**config.mk**
```make
export PLATFORM = sky130hd
export DESIGN_NAME = instr_sequencer
export DESIGN_NICKNAME = d
export VERILOG_FILES = /design/src/rtl/riscv_pkg.sv /design/src/rtl/instr_sequencer_prog_buffer.sv /design/src/rtl/instr_sequencer.sv
export SDC_FILE = /design/constraint.sdc
export NUM_CORES = 2
export LEC_CHECK = 0
export CORE_AREA = 2 2 370 372
export DETAILED_ROUTE_END_ITERATION = 6
export DIE_AREA = 0 0 372 374
export HOLD_SLACK_MARGIN = 0.15
export MAX_ROUTING_LAYER = met4
export PLACE_DENSITY = 0.78
export SETUP_SLACK_MARGIN = 0.15
export SLEW_MARGIN = 20
export SYNTH_ARGS = -nofsm -noshare
export SYNTH_HDL_FRONTEND = slang
export SYNTH_HIERARCHICAL = 1
export SYNTH_SLANG_ARGS = --single-unit
```
**constraint.sdc**
```tcl
create_clock -name clk -period 4.8 [get_ports clk]
set_clock_uncertainty 0.1 [all_clocks]
set_input_delay 1.2 -clock clk [delete_from_list [all_inputs] [get_ports clk]]
set_output_delay 1.2 -clock clk [all_outputs]
set_load 0.05 [all_outputs]
```
**src/rtl/riscv_pkg.sv**
```systemverilog
// Shared definitions for the RV64 program sequencer and its neighbours.
package riscv_pkg;

  localparam int unsigned XLEN = 64;

  localparam logic [31:0] NOP_INSTR = 32'h00000013;

  typedef enum logic {
    IDLE,
    ISSUE
  } seq_state_t;

endpackage

```
**src/rtl/instr_sequencer_prog_buffer.sv**
```systemverilog
// Program buffer: DEPTH x 32 RAM, synchronous write, asynchronous read.
module prog_buffer #(
  parameter int unsigned DEPTH = 64,
  parameter int unsigned AW    = $clog2(DEPTH)
) (
  input  logic          clk,
  input  logic          we,
  input  logic [AW-1:0] waddr,
  input  logic [31:0]   wdata,
  input  logic [AW-1:0] raddr,
  output logic [31:0]   rdata
);

  logic [31:0] mem [DEPTH];

  always_ff @(posedge clk) begin
    if (we) mem[waddr] <= wdata;
  end

  assign rdata = mem[raddr];

endmodule

```
**src/rtl/instr_sequencer.sv**
```systemverilog
// Issues a loaded list of instructions to the processor, holding each for
// HOLD_CYCLES cycles and capturing the processor result at the end of each hold.
module instr_sequencer
  import riscv_pkg::*;
#(
  parameter int unsigned DEPTH       = 64,
  parameter int unsigned HOLD_CYCLES = 2,
  parameter int unsigned XLEN        = riscv_pkg::XLEN
) (
  input  logic                     clk,
  input  logic                     reset,
  input  logic                     load_valid,
  input  logic [31:0]              load_data,
  output logic                     load_ready,
  input  logic                     clear,
  input  logic                     start,
  output logic                     busy,
  output logic                     done,
  output logic [$clog2(DEPTH):0]   count,
  output logic [31:0]              instruction,
  input  logic [XLEN-1:0]          result_in,
  output logic                     res_valid,
  output logic [XLEN-1:0]          res_data,
  output logic [$clog2(DEPTH)-1:0] res_index
);

  localparam int unsigned AW = $clog2(DEPTH);
  localparam int unsigned CW = AW + 1;
  localparam int unsigned HW = $clog2(HOLD_CYCLES);

  seq_state_t    state;
  logic [AW-1:0] idx;
  logic [HW-1:0] hold;
  logic [31:0]   rd_word;
  logic          wr_en;
  logic          last_hold;
  logic          last_idx;

  assign busy        = (state == ISSUE);
  assign load_ready  = (state == IDLE) && (count < CW'(DEPTH));
  assign wr_en       = load_valid && load_ready && !clear;
  assign instruction = busy ? rd_word : NOP_INSTR;
  assign last_hold   = (hold == HW'(HOLD_CYCLES - 1));
  assign last_idx    = ((CW'(idx) + CW'(1)) == count);

  prog_buffer #(
    .DEPTH (DEPTH),
    .AW    (AW)
  ) u_buf (
    .clk   (clk),
    .we    (wr_en),
    .waddr (count[AW-1:0]),
    .wdata (load_data),
    .raddr (idx),
    .rdata (rd_word)
  );

  always_ff @(posedge clk or posedge reset) begin
    if (reset) begin
      state     <= IDLE;
      count     <= '0;
      idx       <= '0;
      hold      <= '0;
      done      <= 1'b0;
      res_valid <= 1'b0;
      res_data  <= '0;
      res_index <= '0;
    end else begin
      done      <= 1'b0;
      res_valid <= 1'b0;
      case (state)
        IDLE: begin
          if (clear)      count <= '0;
          else if (wr_en) count <= count + CW'(1);
          // A clear in the same cycle empties the program, so start then
          // behaves as an empty run.
          if (start) begin
            if ((count != '0) && !clear) begin
              state <= ISSUE;
              idx   <= '0;
              hold  <= '0;
            end else begin
              done <= 1'b1;
            end
          end
        end
        ISSUE: begin
          if (last_hold) begin
            res_data  <= result_in;
            res_index <= idx;
            res_valid <= 1'b1;
            if (last_idx) begin
              state <= IDLE;
              done  <= 1'b1;
            end else begin
              idx  <= idx + AW'(1);
              hold <= '0;
            end
          end else begin
            hold <= hold + HW'(1);
          end
        end
        default: state <= IDLE;
      endcase
    end
  end

endmodule

```
# Word level (Yosys, flattened, before mapping)
# Memories as Yosys holds them, arrays and structs flattened.
# Index checks and enable logic that the tools add are counted.
[totals] reg_bits=87 ramBits=2048 in_bits=101 wordCells=57 n_memories=1
[memory_table] name="u_buf.mem" depth=64 width=32 rd=1 rd_ports_with_merged_regs=0 write_ports=1 line="instr_sequencer_prog_buffer.sv:14" source="logic [31:0] mem [DEPTH];"
[classes] add_sub_neg=4 order_cmp=1 n_eq_ne=5 mux=26 n_bitwise=1 n_reduce_logical=11
[ops] cell="$mux 32" count=1
[ops] cell="$mux 6" count=4
[ops] cell="$mux 1" count=15
[ops] cell="$mux 7" count=2
[ops] cell="$pmux 6 s2" count=1
[ops] cell="$add 6x1->7 const B" count=1
[ops] cell="$add 7x1->7 const B" count=1
[ops] cell="$eq 7x7->1" count=1
[ops] cell="$lt 7x7->1 const B" count=1
[ops] cell="$reduce_bool 7->1" count=1
[ops] cell="$add 6x1->6 const B" count=1
[ops] cell="$pmux 1 s2" count=3
[ops] cell="$reduce_and 2->1" count=3
[ops] cell="$logic_and 1x1->1" count=4
[ops] cell="$ne 2x1->1 const B" count=2
[ops] cell="$ne 2x2->1 const B" count=2
[ops] cell="$reduce_and 4->1" count=1
[ops] cell="$reduce_bool 2->1" count=1
[ops] cell="$add 1x1->1 const B" count=1
[ops] cell="$logic_not 1->1" count=1
[ops] cell="$not 1->1" count=1

# Depth between registers and ports, before layout
[depth] depth_word=6 mapped_depth=11

# Cells and area by module
# The synthesis kept the hierarchy.
[by_module_without_submodules] module="prog_buffer" instances=1 cells_per_inst=3292 area_each_um2=77874.7
[by_module_without_submodules] module="instr_sequencer" instances=1 cells_per_inst=308 area_each_um2=3921.3

# Worst setup path before layout
# OpenSTA, ideal clock, no wires.
[synth_path] path_kind="reg2reg" from="register count[6]" to="memory u_buf.mem[49][0], enable pin" setup_ns=0.461 t_arrival_ns=4.449 setup_slack_ns=-0.210 stages_incl_launch_ff=6 n_path_buf=0 period_less_slack_ns=5.010 cell_sequence="dfrtp_1 > nor2_1 > and3_1 > nor2b_1 > nand4_1 > nor3_1"
[synth_via] elab_chain_cells=6
[synth_rtl] element="start: declaration" line="instr_sequencer.sv:19" source="output logic [$clog2(DEPTH):0] count,"
[synth_rtl] element="start signal: assignment" line="instr_sequencer.sv:74" source="else if (wr_en) count <= count + CW'(1);"
[synth_rtl] element="$lt 7x7->1" line="instr_sequencer.sv:40" source="assign load_ready = (state == IDLE) && (count < CW'(DEPTH));"
[synth_rtl] element="$logic_and 1x1->1" line="instr_sequencer.sv:40"
[synth_rtl] element="net load_ready" line="instr_sequencer.sv:14" source="output logic load_ready,"
[synth_rtl] element="$logic_and 1x1->1 (2 in a row)" line="instr_sequencer.sv:41" source="assign wr_en = load_valid && load_ready && !clear;"
[synth_rtl] element="net wr_en" line="instr_sequencer.sv:35" source="logic wr_en;"
[synth_rtl] element="$mux 1" line="instr_sequencer_prog_buffer.sv:17" source="if (we) mem[waddr] <= wdata;"
[synth_rtl] element="$mux 1 (implied by the code)" line="instr_sequencer_prog_buffer.sv:17"
[synth_rtl] element="end: declaration" line="instr_sequencer_prog_buffer.sv:14"
# The timed path passes the listed nets, and every way through them passes these cells.

# Worst setup path in the final report
[layout_path] from="register idx[0]" to="output instruction[15]"
[layout_via] elab_chain_cells=2
[layout_rtl] element="start: declaration" line="instr_sequencer.sv:32" source="logic [AW-1:0] idx;"
[layout_rtl] element="start signal: assignment" line="instr_sequencer.sv:96" source="idx <= idx + AW'(1);"
[layout_rtl] element="$mem_v2 64x32"
[layout_rtl] element="net rd_word[15]" line="instr_sequencer.sv:34" source="logic [31:0] rd_word;"
[layout_rtl] element="$mux 32" line="instr_sequencer.sv:42" source="assign instruction = busy ? rd_word : NOP_INSTR;"
[layout_rtl] element="end: declaration" line="instr_sequencer.sv:20" source="output logic [31:0] instruction,"
# The timed path passes the listed nets, and every way through them passes these cells.

==> summary.txt <==
Outcome: finished, violations left
Failing checks: DRC, setup timing
Final setup violation count: 29
Grt total ovfl: 0
Area contributors post-synth: edfxtp_1, mux4_2, dfrtp_1
Nature of the critical path startpoint: flop
Fin worst setup slack: -0.1914 ns
Die Span Y: 374 um
Synth cell count leaders: edfxtp_1, mux4_2, nor2_1, mux2i_1, dfrtp_1
Cells after Synth: 3,600
Vias per cell: 7.134
R2R cell count: 11
H-tree depth: 4
Final Max Tran Viols: 0
Final hold slack: 0.4048 ns
Max IR drop VDD: 0.3252 mV
Seq/Total Area, Yosys: 77.85%
DRC violations left: 2
Via count: 43,252
Synth cell types: 59
CORE AREA: 135,000 sq um
All-Layer GR Usage: 33.94%
Clk slew on worst S/H paths: 0.07 ns
Avg WL per Cell: 37.63 um
Clk buf depth: 3
PortBufs: 213
RePlAce Congestion: 0.8373
First-pass GRT wire length: 320,800 um
Post-route minimum period: 4.991 ns
Number of buffers created by CTS: 198
Number of global-route vias before repair: 43,689
Placed standard-cell area: 88,280 sq um
Fin. Hold Viols: 0
Initial drt markers: 6,753
Max FO, Critical Path: 13
Final nets: 4,226
Power Density: 505.2 nW/um^2
Post-synth net total: 3,704
Final core occ: 72.28%
Area growth, synth to finish: 19.25%
I/O pins: 214
Clock Latency Late Sink: 0.82 ns
Placement Setup Slack: 0.2386 ns
Clock root cell: clkbuf_16
Max cap viols: 0
Fraction of final layout cells sized beyond drive strength 1: 35.21%
CP Class: flop to output pin
#FFs+latches synth: 2,135
Largest net degree at the start of global routing: 65
Sinks on the clock net: 2,135
Crit path DAT: 3.69 ns
Fin area: 97,540 sq um
DRT antenna net count: 0
Hold buffers post-CTS: 0
Starting density of the core: 60.61%
WL final: 228,100 um
Post-Syn Area: 81,800 sq um
Initial antenna violation count: 5
Drt first pass iters: 7
Synth area leader: edfxtp_1
Ys Warns: 6
HPWL after DPL: 111,400 um
Top cell type's share of synthesized area: 75.19%
Row cnt: 135
Ys flop type: edfxtp_1
Fillers: 7,066
Period utilization: 104.0%
Asr flop ratio synth: 4.075%
RSZ-0062 raised after global routing: true
Critical Path End Type: output pin
Count leader, synth: edfxtp_1
Die Area: 139,100 sq um
Worst-Margin Slew: 1.089 ns
CTS tree: done
Leakage: 0.03032 uW
Mapped Avg Cell Area: 22.72 sq um
Hold Crit Class: flop to flop
Hold Path Stages: 1
Post-synth EDFFs: 2,048
Slew headroom: 27.41%
Fmax: 200.3 MHz
Die W: 372 um
Worst EP required: 3.50 ns
## layer usage
metal | up-vias | track usage, % | share of wire (%)
met5 | - | - | 0
met4 | 0 | 14.64 | 4.8
met3 | 693 | 7.538 | 12
met2 | 3811 | 52.51 | 49
met1 | 22432 | 43.95 | 34
li1 | 16316 | - | -
## final timing paths
path	from	endpoint	slack, ns
min reg2reg	res_data[56]	res_data[56]	0.40
max in group asynchronous	reset	res_data[51]	3.09
min in group asynchronous	reset	count[2]	0.65
min	res_data[56]	res_data[56]	0.40
max	idx[0]	instruction[15]	-0.19
max reg2reg	idx[0]	idx[0]	1.49
## critical path, stage by stage (launching register included)
cell     delay [ns]
dfrtp_4        0.53
buf_12         0.18
buf_16         0.18
buf_16         0.17
buf_4          0.16
mux4_2         0.38
o22ai_2        0.09
nor2_1         0.29
a21oi_2        0.16
nor2_4         0.34
and2_4         0.22
buf_12         0.13
## registers in the layout, indices dropped and copies added (netlist names)
register   cells
hold           1
busy           1
done           1
idx            6
res_index      6
u_buf/mem   2048
res_data      64
count          7
res_valid      1
## kinds of logic after synthesis
group	after synthesis	synth area share (%)
flops	2135	77.85
mux	707	17.08
simple gates	307	1.825
compound gates	230	1.859
buf+inv	208	1.236
xor+xnor	10	0.1071
fa+ha+maj	3	0.04589
## placed cells by master, fill, tap and decap left out, types with 6 or more instances in the layout
cell and count:
buf_8 10, a21oi_2 30, o221ai_1 23, o22ai_1 46, inv_1 6, clkinv_1 40
inv_6 6, nand4_1 8, clkbuf_1 43, o22ai_4 25, clkdlybuf4s50_1 149, dfrtp_1 81
buf_12 112, nand2_1 35, clkbuf_16 209, nor2_1 53, buf_16 33, and3_1 11
nor2b_1 13, nand3_1 9, bufinv_16 15, mux2i_1 84, nand2b_1 8, and2_4 26
a21oi_1 34, clkinv_2 36, nor2_4 80, nor2_2 14, a22oi_1 13, mux2i_2 7
mux4_2 544, buf_6 23, buf_4 183, o22ai_2 13, mux2_2 70, edfxtp_1 2048
## through the flow
| stage | power [uW] | cells | TNS (ns) |
|---|---|---|---|
| floorplan | 28230 | 3600 | 0 |
| global placement | 31490 | 5606 | 0 |
| detailed placement | 31690 | 5606 | 0 |
| CTS | 48580 | 6033 | -2.277 |
| global route | 50420 | 6063 | -3.877 |
| finish | 49280 | 6063 | -2.796 |
## power breakdown
group | internal (uW) | leakage, uW | switching, uW | total, uW
sequential | 20800 | 0.0195 | 226 | 21000
combinational | 6220 | 0.00778 | 6630 | 12800
clock | 8590 | 0.00306 | 6830 | 15400
## timing repair
action                     CTS  global route
buffers inserted            53            19
pin swaps                   51            27
cloned                      19             6
setup endpoints to repair   32            32
gates resized for setup    246            74
## cell type report
class | count | area (sq um) | share of cell area [%]
sequential | 2135 | 63690 | 65.30
clock inverter | 105 | 943.4 | 0.9672
multi-input combinational | 1257 | 18630 | 19.10
antenna | 5 | 12.51 | 0.01283
inverter | 8 | 31.28 | 0.03207
tap | 1781 | 2228 | 2.284
clock buffer | 250 | 5290 | 5.423
timing repair buffer | 522 | 6715 | 6.884
(Power assumes the default switching activity.)
